**src/rtl/dmem_arb_pkg.sv**
```systemverilog
// Shared types and constants for the data-SRAM arbiter slice.
package dmem_arb_pkg;

  localparam int unsigned ADDR_W_DFLT = 7;
  localparam int unsigned DATA_W_DFLT = 32;

  localparam logic PORT_CPU = 1'b0;
  localparam logic PORT_DMA = 1'b1;

  typedef struct packed {
    logic valid;
    logic port;
  } rd_slot_t;

  // Widths follow the package defaults; the top is built with matching parameters.
  typedef struct packed {
    logic                   cen_n;
    logic                   wen_n;
    logic                   oen_n;
    logic [ADDR_W_DFLT-1:0] a;
    logic [DATA_W_DFLT-1:0] d;
  } sram_op_t;

endpackage

```
**src/rtl/dmem_arbiter_if.sv**
```systemverilog
// Requester handshakes plus SRAM pins for the data-SRAM arbiter.
interface dmem_arbiter_if #(
  parameter int unsigned ADDR_W = dmem_arb_pkg::ADDR_W_DFLT,
  parameter int unsigned DATA_W = dmem_arb_pkg::DATA_W_DFLT
);

  logic              req0, req1;
  logic              we0, we1;
  logic [ADDR_W-1:0] addr0, addr1;
  logic [DATA_W-1:0] wdata0, wdata1;
  logic              gnt0, gnt1;
  logic              rvalid0, rvalid1;
  logic [DATA_W-1:0] rdata0, rdata1;
  logic              sram_cen_n, sram_wen_n, sram_oen_n;
  logic [ADDR_W-1:0] sram_a;
  logic [DATA_W-1:0] sram_d;
  logic [DATA_W-1:0] sram_q;

  modport slave (
    input  req0, req1, we0, we1, addr0, addr1, wdata0, wdata1, sram_q,
    output gnt0, gnt1, rvalid0, rvalid1, rdata0, rdata1,
    output sram_cen_n, sram_wen_n, sram_oen_n, sram_a, sram_d
  );

  modport master (
    output req0, req1, we0, we1, addr0, addr1, wdata0, wdata1, sram_q,
    input  gnt0, gnt1, rvalid0, rvalid1, rdata0, rdata1,
    input  sram_cen_n, sram_wen_n, sram_oen_n, sram_a, sram_d
  );

endinterface

```
**src/rtl/dmem_arb_rdpipe.sv**
```systemverilog
// Tagged read-return pipeline: routes sram_q to the port that issued each read.
module dmem_arb_rdpipe
  import dmem_arb_pkg::*;
#(
  parameter int unsigned DATA_W = DATA_W_DFLT,
  parameter int unsigned RD_LAT = 1
) (
  input  logic              clk,
  input  logic              rst,
  input  rd_slot_t          push,
  input  logic [DATA_W-1:0] sram_q,
  output logic              rvalid0,
  output logic              rvalid1,
  output logic [DATA_W-1:0] rdata0,
  output logic [DATA_W-1:0] rdata1
);

  rd_slot_t [RD_LAT:0] sr_q;
  rd_slot_t            tail;
  logic                hit0, hit1;

  // The tail slot lines up with the cycle in which sram_q is valid.
  assign tail = sr_q[RD_LAT];
  assign hit0 = tail.valid && (tail.port == PORT_CPU);
  assign hit1 = tail.valid && (tail.port == PORT_DMA);

  always_ff @(posedge clk or posedge rst) begin
    if (rst) begin
      sr_q    <= '0;
      rvalid0 <= 1'b0;
      rvalid1 <= 1'b0;
      rdata0  <= '0;
      rdata1  <= '0;
    end else begin
      sr_q    <= {sr_q[RD_LAT-1:0], push};
      rvalid0 <= hit0;
      rvalid1 <= hit1;
      if (hit0) rdata0 <= sram_q;
      if (hit1) rdata1 <= sram_q;
    end
  end

endmodule

```
**src/rtl/dmem_arbiter.sv**
```systemverilog
// Two-port fixed-priority arbiter for the data SRAM with a port-1 starvation guard.
// DMEM_ARBITER_STATS_EN adds grant/starvation statistic counters.
module dmem_arbiter
  import dmem_arb_pkg::*;
#(
  parameter int unsigned ADDR_W     = ADDR_W_DFLT,
  parameter int unsigned DATA_W     = DATA_W_DFLT,
  parameter int unsigned RD_LAT     = 1,
  parameter int unsigned STARVE_MAX = 4
) (
  input  logic            clk,
  input  logic            rst,
  dmem_arbiter_if.slave   bus
`ifdef DMEM_ARBITER_STATS_EN
  ,
  output logic [15:0]     stat_gnt0,
  output logic [15:0]     stat_gnt1,
  output logic [15:0]     stat_starve
`endif
);

  localparam logic [3:0] StarveMax = 4'(STARVE_MAX);

  logic [3:0]        starve_q, starve_d;
  logic              gnt0, gnt1, forced;
  logic              sel_we;
  logic [ADDR_W-1:0] sel_addr;
  logic [DATA_W-1:0] sel_wdata;
  sram_op_t          op_q, op_d;
  rd_slot_t          slot;

  always_comb begin
    forced = bus.req1 && bus.req0 && (starve_q == StarveMax);
    gnt1   = bus.req1 && (!bus.req0 || (starve_q == StarveMax));
    gnt0   = bus.req0 && !gnt1;
  end

  assign bus.gnt0 = gnt0;
  assign bus.gnt1 = gnt1;

  always_comb begin
    sel_we    = gnt1 ? bus.we1    : bus.we0;
    sel_addr  = gnt1 ? bus.addr1  : bus.addr0;
    sel_wdata = gnt1 ? bus.wdata1 : bus.wdata0;

    // Idle cycles deassert the controls but keep address/data stable.
    op_d       = op_q;
    op_d.cen_n = 1'b1;
    op_d.wen_n = 1'b1;
    op_d.oen_n = 1'b1;
    slot       = '0;
    if (gnt0 || gnt1) begin
      op_d.cen_n = 1'b0;
      op_d.a     = sel_addr;
      if (sel_we) begin
        op_d.wen_n = 1'b0;
        op_d.d     = sel_wdata;
      end else begin
        op_d.oen_n = 1'b0;
        slot.valid = 1'b1;
        slot.port  = gnt1 ? PORT_DMA : PORT_CPU;
      end
    end
  end

  always_comb begin
    starve_d = starve_q;
    if (!bus.req1 || gnt1) begin
      starve_d = '0;
    end else if (starve_q != StarveMax) begin
      starve_d = starve_q + 4'd1;
    end
  end

  always_ff @(posedge clk or posedge rst) begin
    if (rst) begin
      starve_q   <= '0;
      op_q.cen_n <= 1'b1;
      op_q.wen_n <= 1'b1;
      op_q.oen_n <= 1'b1;
      op_q.a     <= '0;
      op_q.d     <= '0;
    end else begin
      starve_q <= starve_d;
      op_q     <= op_d;
    end
  end

  assign bus.sram_cen_n = op_q.cen_n;
  assign bus.sram_wen_n = op_q.wen_n;
  assign bus.sram_oen_n = op_q.oen_n;
  assign bus.sram_a     = op_q.a;
  assign bus.sram_d     = op_q.d;

  dmem_arb_rdpipe #(
    .DATA_W (DATA_W),
    .RD_LAT (RD_LAT)
  ) u_rdpipe (
    .clk     (clk),
    .rst     (rst),
    .push    (slot),
    .sram_q  (bus.sram_q),
    .rvalid0 (bus.rvalid0),
    .rvalid1 (bus.rvalid1),
    .rdata0  (bus.rdata0),
    .rdata1  (bus.rdata1)
  );

`ifdef DMEM_ARBITER_STATS_EN
  always_ff @(posedge clk or posedge rst) begin
    if (rst) begin
      stat_gnt0   <= '0;
      stat_gnt1   <= '0;
      stat_starve <= '0;
    end else begin
      if (gnt0 && (stat_gnt0 != 16'hFFFF))     stat_gnt0   <= stat_gnt0 + 16'd1;
      if (gnt1 && (stat_gnt1 != 16'hFFFF))     stat_gnt1   <= stat_gnt1 + 16'd1;
      if (forced && (stat_starve != 16'hFFFF)) stat_starve <= stat_starve + 16'd1;
    end
  end
`endif

endmodule

```
**src/flat_wrapper.sv**
```systemverilog
// flat-port wrapper written by rule: the top's interface ports become plain ports
module dmem_arbiter_flat import dmem_arb_pkg::*;
#(
  parameter int unsigned ADDR_W     = ADDR_W_DFLT,
  parameter int unsigned DATA_W     = DATA_W_DFLT,
  parameter int unsigned RD_LAT     = 1,
  parameter int unsigned STARVE_MAX = 4
)
  (clk, rst, bus_req0, bus_req1, bus_we0, bus_we1, bus_addr0, bus_addr1, bus_wdata0, bus_wdata1, bus_sram_q, bus_gnt0, bus_gnt1, bus_rvalid0, bus_rvalid1, bus_rdata0, bus_rdata1, bus_sram_cen_n, bus_sram_wen_n, bus_sram_oen_n, bus_sram_a, bus_sram_d);
  dmem_arbiter_if #(.ADDR_W(ADDR_W), .DATA_W(DATA_W)) bus_i ();
  input  logic clk;
  input  logic rst;
  input wire logic [$bits(bus_i.req0)-1:0] bus_req0;
  input wire logic [$bits(bus_i.req1)-1:0] bus_req1;
  input wire logic [$bits(bus_i.we0)-1:0] bus_we0;
  input wire logic [$bits(bus_i.we1)-1:0] bus_we1;
  input wire logic [$bits(bus_i.addr0)-1:0] bus_addr0;
  input wire logic [$bits(bus_i.addr1)-1:0] bus_addr1;
  input wire logic [$bits(bus_i.wdata0)-1:0] bus_wdata0;
  input wire logic [$bits(bus_i.wdata1)-1:0] bus_wdata1;
  input wire logic [$bits(bus_i.sram_q)-1:0] bus_sram_q;
  output wire logic [$bits(bus_i.gnt0)-1:0] bus_gnt0;
  output wire logic [$bits(bus_i.gnt1)-1:0] bus_gnt1;
  output wire logic [$bits(bus_i.rvalid0)-1:0] bus_rvalid0;
  output wire logic [$bits(bus_i.rvalid1)-1:0] bus_rvalid1;
  output wire logic [$bits(bus_i.rdata0)-1:0] bus_rdata0;
  output wire logic [$bits(bus_i.rdata1)-1:0] bus_rdata1;
  output wire logic [$bits(bus_i.sram_cen_n)-1:0] bus_sram_cen_n;
  output wire logic [$bits(bus_i.sram_wen_n)-1:0] bus_sram_wen_n;
  output wire logic [$bits(bus_i.sram_oen_n)-1:0] bus_sram_oen_n;
  output wire logic [$bits(bus_i.sram_a)-1:0] bus_sram_a;
  output wire logic [$bits(bus_i.sram_d)-1:0] bus_sram_d;
  assign bus_i.req0 = bus_req0;
  assign bus_i.req1 = bus_req1;
  assign bus_i.we0 = bus_we0;
  assign bus_i.we1 = bus_we1;
  assign bus_i.addr0 = bus_addr0;
  assign bus_i.addr1 = bus_addr1;
  assign bus_i.wdata0 = bus_wdata0;
  assign bus_i.wdata1 = bus_wdata1;
  assign bus_i.sram_q = bus_sram_q;
  assign bus_gnt0 = bus_i.gnt0;
  assign bus_gnt1 = bus_i.gnt1;
  assign bus_rvalid0 = bus_i.rvalid0;
  assign bus_rvalid1 = bus_i.rvalid1;
  assign bus_rdata0 = bus_i.rdata0;
  assign bus_rdata1 = bus_i.rdata1;
  assign bus_sram_cen_n = bus_i.sram_cen_n;
  assign bus_sram_wen_n = bus_i.sram_wen_n;
  assign bus_sram_oen_n = bus_i.sram_oen_n;
  assign bus_sram_a = bus_i.sram_a;
  assign bus_sram_d = bus_i.sram_d;
  dmem_arbiter #(.ADDR_W(ADDR_W), .DATA_W(DATA_W), .RD_LAT(RD_LAT), .STARVE_MAX(STARVE_MAX)) u_core (.clk(clk), .rst(rst), .bus(bus_i));
endmodule
```
**config.mk**
```make
export PLATFORM = sky130hd
export DESIGN_NAME = dmem_arbiter_flat
export DESIGN_NICKNAME = d
export VERILOG_FILES = /design/src/rtl/dmem_arb_pkg.sv /design/src/rtl/dmem_arbiter_if.sv /design/src/rtl/dmem_arb_rdpipe.sv /design/src/rtl/dmem_arbiter.sv /design/src/flat_wrapper.sv
export SDC_FILE = /design/constraint.sdc
export NUM_CORES = 1
export LEC_CHECK = 0
export BUFFER_PORTS_ARGS = -buffer_cell sky130_fd_sc_hd__buf_2
export CORE_MARGIN = 1
export CORE_UTILIZATION = 25
export DETAILED_ROUTE_END_ITERATION = 8
export SKIP_LAST_GASP = 1
export SYNTH_ARGS = -nofsm -noshare
export SYNTH_HDL_FRONTEND = slang
export SYNTH_SLANG_ARGS = --single-unit
export TNS_END_PERCENT = 100
```
**constraint.sdc**
```tcl
create_clock -name clk -period 3.3 [get_ports clk]
set_input_delay 0.165 -clock clk [delete_from_list [all_inputs] [get_ports clk]]
set_output_delay 0.165 -clock clk [all_outputs]
set_load 0.05 [all_outputs]
```
# ---- After elaboration in Yosys (flattened, before gate mapping)
# Index checks and enable logic that the tools add are counted.
# W data, S select, Z words.
dict set report op_classes {
  bitwise_logic 1
  eq_ne 2
  n_addsub 1
  n_mux 12
  reduce_logical 12
}
# op n
set op_table {}
lappend op_table {{$mux W32} 2}
lappend op_table {{$mux W42} 1}
lappend op_table {{$mux W4} 2}
lappend op_table {{$mux W7} 1}
lappend op_table {{$add A4 B1 Y4 const B} 1}
lappend op_table {{$eq A4 B3 Y1 const B} 1}
lappend op_table {{$logic_and A1 B1 Y1} 4}
lappend op_table {{$mux W1} 4}
lappend op_table {{$mux W2} 2}
lappend op_table {{$ne A4 B3 Y1 const B} 1}
lappend op_table {{$logic_not A1 Y1} 3}
lappend op_table {{$logic_or A1 B1 Y1} 3}
lappend op_table {{$reduce_and A2 Y1} 1}
lappend op_table {{$reduce_bool A2 Y1} 1}
lappend op_table {{$not A1 Y1} 1}
dict set report word_totals {
  elab_cells 42
  out_inout_bits 110
  reg_bits 116
}

# ---- Depth between registers and ports, before layout
dict set report logic_depth {
  depth_word 7
  depth_mapped 8
  mapped_depth_nobuf 7
}

# ---- Modules after synthesis
# A second synthesis with hierarchy kept.
dict set report unflattened {
  hier_cells 316
  area_unflattened_um2 4792.1
}
# module area_per_inst_um2 instances seq_area_each_um2 cells_each
set modules_own_cells {}
lappend modules_own_cells {dmem_arb_rdpipe 2713.9 1 1751.7 145}
lappend modules_own_cells {dmem_arbiter 2078.2 1 1154.9 171}

# ---- Worst setup path before layout
# OpenSTA, ideal clock, no wires.
dict set report synth_path {
  kind {reg2reg}
  startpoint {reg u_core.starve_q[0]}
  endpoint {reg u_core.op_q, in the netlist u_core.bus.sram_a[0]}
  required_ps 3228
  arrival_ps 1918
  path_slack_ps 1310
  setup_ps 72
  stages_incl_launch_ff 7
  cell_sequence {dfrtp_1 -> inv_1 -> ha_1 -> and4b_4 -> nor2_1 -> a22oi_1 -> nand2_1}
}
dict set report synth_via {
  elab_chain_len 6
}
# element line_no
set synth_rtl {}
lappend synth_rtl {{start, declared} dmem_arbiter.sv:24} ;# logic [3:0] starve_q, starve_d;
lappend synth_rtl {{start signal, assigned} dmem_arbiter.sv:84} ;# starve_q <= starve_d;
lappend synth_rtl {{$eq A4 B3 Y1} n/a}
lappend synth_rtl {{$logic_or A1 B1 Y1} dmem_arbiter.sv:34} ;# gnt1 = bus.req1 && (!bus.req0 || (starve_q == StarveMax));
lappend synth_rtl {{$logic_and A1 B1 Y1} dmem_arbiter.sv:34}
lappend synth_rtl {{$logic_not A1 Y1} dmem_arbiter.sv:35} ;# gnt0 = bus.req0 && !gnt1;
lappend synth_rtl {{$logic_and A1 B1 Y1} dmem_arbiter.sv:35}
lappend synth_rtl {{net bus_gnt0} flat_wrapper.sv:22} ;# output wire logic [$bits(bus_i.gnt0)-1:0] bus_gnt0;
lappend synth_rtl {{$logic_or A1 B1 Y1} dmem_arbiter.sv:52} ;# if (gnt0 || gnt1) begin
lappend synth_rtl {{end signal, assigned} dmem_arbiter.sv:85} ;# op_q <= op_d;
lappend synth_rtl {{end, declared} dmem_arbiter.sv:29} ;# sram_op_t op_q, op_d;
# The timed path passes the listed nets, and every way through them passes these cells.
# A chain may end at the register's enable or synchronous reset.

# ---- Worst setup path after layout
dict set report layout_path {
  startpoint {reg u_core.starve_q[0]}
  endpoint {out bus_gnt0}
}
dict set report layout_via {
  elab_chain_len 5
}
# element line_no
set layout_rtl {}
lappend layout_rtl {{$eq A4 B3 Y1} n/a}
lappend layout_rtl {{$logic_or A1 B1 Y1} dmem_arbiter.sv:34}
lappend layout_rtl {{$logic_and A1 B1 Y1} dmem_arbiter.sv:34}
lappend layout_rtl {{$logic_not A1 Y1} dmem_arbiter.sv:35}
lappend layout_rtl {{$logic_and A1 B1 Y1} dmem_arbiter.sv:35}
lappend layout_rtl {{end, declared} flat_wrapper.sv:22}
# Every way passes these cells.

==> metrics.md <==
| Metric | Value |
|---|---|
| All-Layer GR Usage | `roughly an eighth` |
| Critical path depth in cells | `5` |
| Max-Cap Viols | `0` |
| Crit-path max cell delay | `approximately 400 ps` |
| Inst Count DP | `approximately 760` |
| Kind of cell adding the most delay to the critical path | `simple AND/OR/NAND/NOR gates` |
| Number of global-route vias before repair | `3,719` |
| DRT iter0 DRCs | `121` |
| Slew HR | `around 37%` |
| CP Cell Sequence | `inv_1 > ha_1 > and4b_4 > nor2_1 > buf_2` |
| Cells after synthesis | `around 320` |
| Outcome | `completed` |
| Die footprint | `19,000 um^2` |
| Routed Antenna Nets | `0` |
| Nets@finish | `713` |
| Critical Path Source Type | `flop` |
| Initial Util | `between 20% and 30%` |
| Peak VDD IR | `0.390 mV` |
| # hold bufs at CTS | `between 40 and 50` |
| Final Hold Fails | `0` |
| Routed WL | `around 12 mm` |
| Post-CTS setup buffers | `0` |
| Yosys top cell area share | `61.3%` |
| Initial antenna violation count | `0` |
| CP Capture Type | `primary output` |
| Clock buffer depth | `2` |
| Row cnt | `49` |
| Cells on Worst Hold Path | `2` |
| RD Place Congestion | `~0.71` |
| Num Clock Sinks | `between 100 and 150` |
| Crit path kind | `flop to primary output` |
| Clock slew at reported path FFs | `60 ps` |
| Global-route wire length before repair | `18.0 mm` |
| Num CTS Buffers | `17` |
| Vias/cell | `~4.3` |
| Cell Pwr Density | `between 700 and 800 nW/um^2` |
| Die Ht | `between 100 and 150 um` |
| DPL Wire Length | `8.04 mm` |
| Setup Viol. Count Final | `0` |
| Core Box Area | `18,000 um^2` |
| IO Pins | `226` |
| Final setup TNS | `0 ps` |
| Antenna cells | `0` |
| Arr. time, crit path | `about 2000 ps` |
| CTS tree | `yes` |
| Final period utilization | `66.4%` |
| Synth Warn # | `0` |
| CP bufs+invs | `2` |
| Max Clock Skew | `10.5 ps` |
| DIE WIDTH | `around 140 um` |
| DR pass1 iterations | `4` |
| Worst Hold Class | `input port to flop` |
| Synth Cell Area | `about 4600 um^2` |
| Non-Filler Instances | `approximately 840` |
| Mean Syn Cell Area | `between 10 and 15 um^2` |
| Worst R2R Path Depth | `7` |
| Synth area leaders | `dfrtp_1, mux2_2, o221a_1, nand2b_1, dfstp_2` |
| Distinct cells, synth | `28` |
| Setup ws final | `1110 ps` |
| Pins Over Slew Limit | `0` |
| Slew of the pin with the lowest slew margin | `roughly 950 ps` |
| Tmin final | `about 2200 ps` |
| Number of flops mapped to enable cells by yosys | `0` |
| DRC errors left | `0` |
| Pre-CTS WS | `1540 ps` |
| Highest Clock Rate | `between 0.4 and 0.5 GHz` |
| Largest net degree at the start of global routing | `63` |
| Synthesized flop and latch total | `roughly 120` |
| Post_cts resized | `0` |
| Post-synth top area cell | `dfrtp_1` |
| Max FO, Critical Path | `8` |
| Critical path's slowest cell | `nor2_1` |
| CTS root buf | `clkbuf_16` |
| Share of cells above drive strength 1 | `55.8%` |
| RSZ-0062 raised after global routing | `false` |
| Filler cells | `roughly 1,700` |
| Leak | `3.35 nW` |
| CTS H-tree lvls | `4` |
| Mapped Nets | `around 440` |
| Clk Latency, worst-skew pair | `about 400 ps` |
| Sequential-to-total area share from yosys stat | `63.0%` |
| Ys flop type | `dfrtp_1` |
| CP required | `roughly 3100 ps` |
| Port Buf Inserts | `around 230` |
| Area grow syn2layout | `54.4%` |
| Avg WL per Cell | `between 10 and 15 um` |
| Aggregate global routing overflow | `0` |
| Post-synth ARST share | `100%` |
| Via count | `around 3,600` |
## registers in the layout, summed over array words and instances (netlist names)
| register | count |
|---|---|
| u_core.bus.sram_d | 32 |
| u_core.u_rdpipe.rdata1 | 32 |
| u_core.u_rdpipe.rvalid0 | 1 |
| u_core.bus.sram_a | 7 |
| u_core.u_rdpipe.rdata0 | 32 |
| u_core.starve_q | 4 |
| u_core.u_rdpipe.sr_q | 4 |
| u_core.bus.sram_wen_n | 1 |
| u_core.bus.sram_oen_n | 1 |
| u_core.u_rdpipe.rvalid1 | 1 |
| u_core.bus.sram_cen_n | 1 |
## routing by layer
| layer | GRT usage (%) | part of all wire [%] | vias to the layer above |
|---|---|---|---|
| li1 | - | - | 1694 |
| met1 | 13.9 | 41 | 1729 |
| met2 | 21.6 | 50 | 148 |
| met3 | 4.49 | 7.9 | 8 |
| met4 | 5.01 | 0.99 | 0 |
| met5 | 0 | 0 | - |
## cell usage in the layout (no fill, tap or decap), types with 4 or more instances in the layout
cell | synthesis | final
mux2_2 | 64 | 64
inv_1 | 8 | 7
nand2_1 | 17 | 17
buf_2 | 4 | 225
nand2b_1 | 33 | 32
bufinv_16 | 0 | 5
a22oi_1 | 7 | 7
dlygate4sd3_1 | 0 | 47
clkbuf_8 | 0 | 4
dfrtp_1 | 113 | 113
clkbuf_16 | 0 | 17
nor2_1 | 6 | 6
o221a_1 | 29 | 29
## worst register-to-register path: cells and delay by family (launching register included)
kind | cells | cell delay [ps]
adders and majority gates | 1 | 200
DFF | 1 | 390
buffers and inverters | 2 | 610
AOI/OAI and AO/OA | 1 | 130
and+or+nand+nor | 3 | 730
## cells by family after synthesis
family          Yosys count  share of synthesized area [%]
flops                   116                           63.0
mux                      64                           15.6
simple gates             64                           7.73
compound gates           43                           9.80
buf+inv                  26                           2.88
xor+xnor                  2                          0.380
fa+ha+maj                 2                          0.543
## cell type report
cell class,count,area (um^2),share of cell area (%)
flip-flops and latches,116,2910,40.8
repair buffers,276,1640,23.0
multi-input cells,175,1570,22.1
clock buffers,21,480,6.75
well taps,229,287,4.03
clock inverters,11,195,2.74
inverters,9,36.3,0.510
## cells in the mapped netlist (3+ instances only)
cell type / instances
dfrtp_1: 113
mux2_2: 64
nand2b_1: 33
o221a_1: 29
nand2_1: 17
inv_1: 8
a22oi_1: 7
clkbuf_1: 6
nor2_1: 6
buf_2: 4
buf_6: 4
buf_1: 3
dfstp_2: 3
o221a_2: 3
## worst paths after layout
check / slack [ps] / end / start
setup / recovery: 1110 / bus_gnt0 / u_core.starve_q[0]$_DFFE_PP0P_
hold / removal: 30 / u_core.u_rdpipe.rdata1[28]$_DFFE_PP0P_ / bus_sram_q[28]
setup reg to reg: 1180 / u_core.bus.sram_a[3]$_DFFE_PP0N_ / u_core.starve_q[0]$_DFFE_PP0P_
hold reg to reg: 350 / u_core.u_rdpipe.sr_q[2]$_DFF_PP0_ / u_core.u_rdpipe.sr_q[0]$_DFF_PP0_
max in group asynchronous: 2070 / u_core.u_rdpipe.rdata0[4]$_DFFE_PP0P_ / rst
min in group asynchronous: 470 / u_core.bus.sram_d[25]$_DFFE_PP0P_ / rst
## per-stage QoR
stage	hold slack [ps]	total power, mW	area, um^2	utilization [%]
floorplan	231	3.01	4610	-
global placement	344	3.40	5970	33.1
detailed placement	345	3.43	5970	33.1
CTS	6.54	5.59	7120	39.5
global route	9.96	5.77	7120	39.5
finish	32.3	5.51	7120	39.5
## power breakdown
part	internal, mW	total, mW	switching [mW]
Clock	1.42	2.07	0.645
Combinational	0.465	1.64	1.17
Sequential	1.67	1.80	0.123
Power figures use the tool's default switching activity.
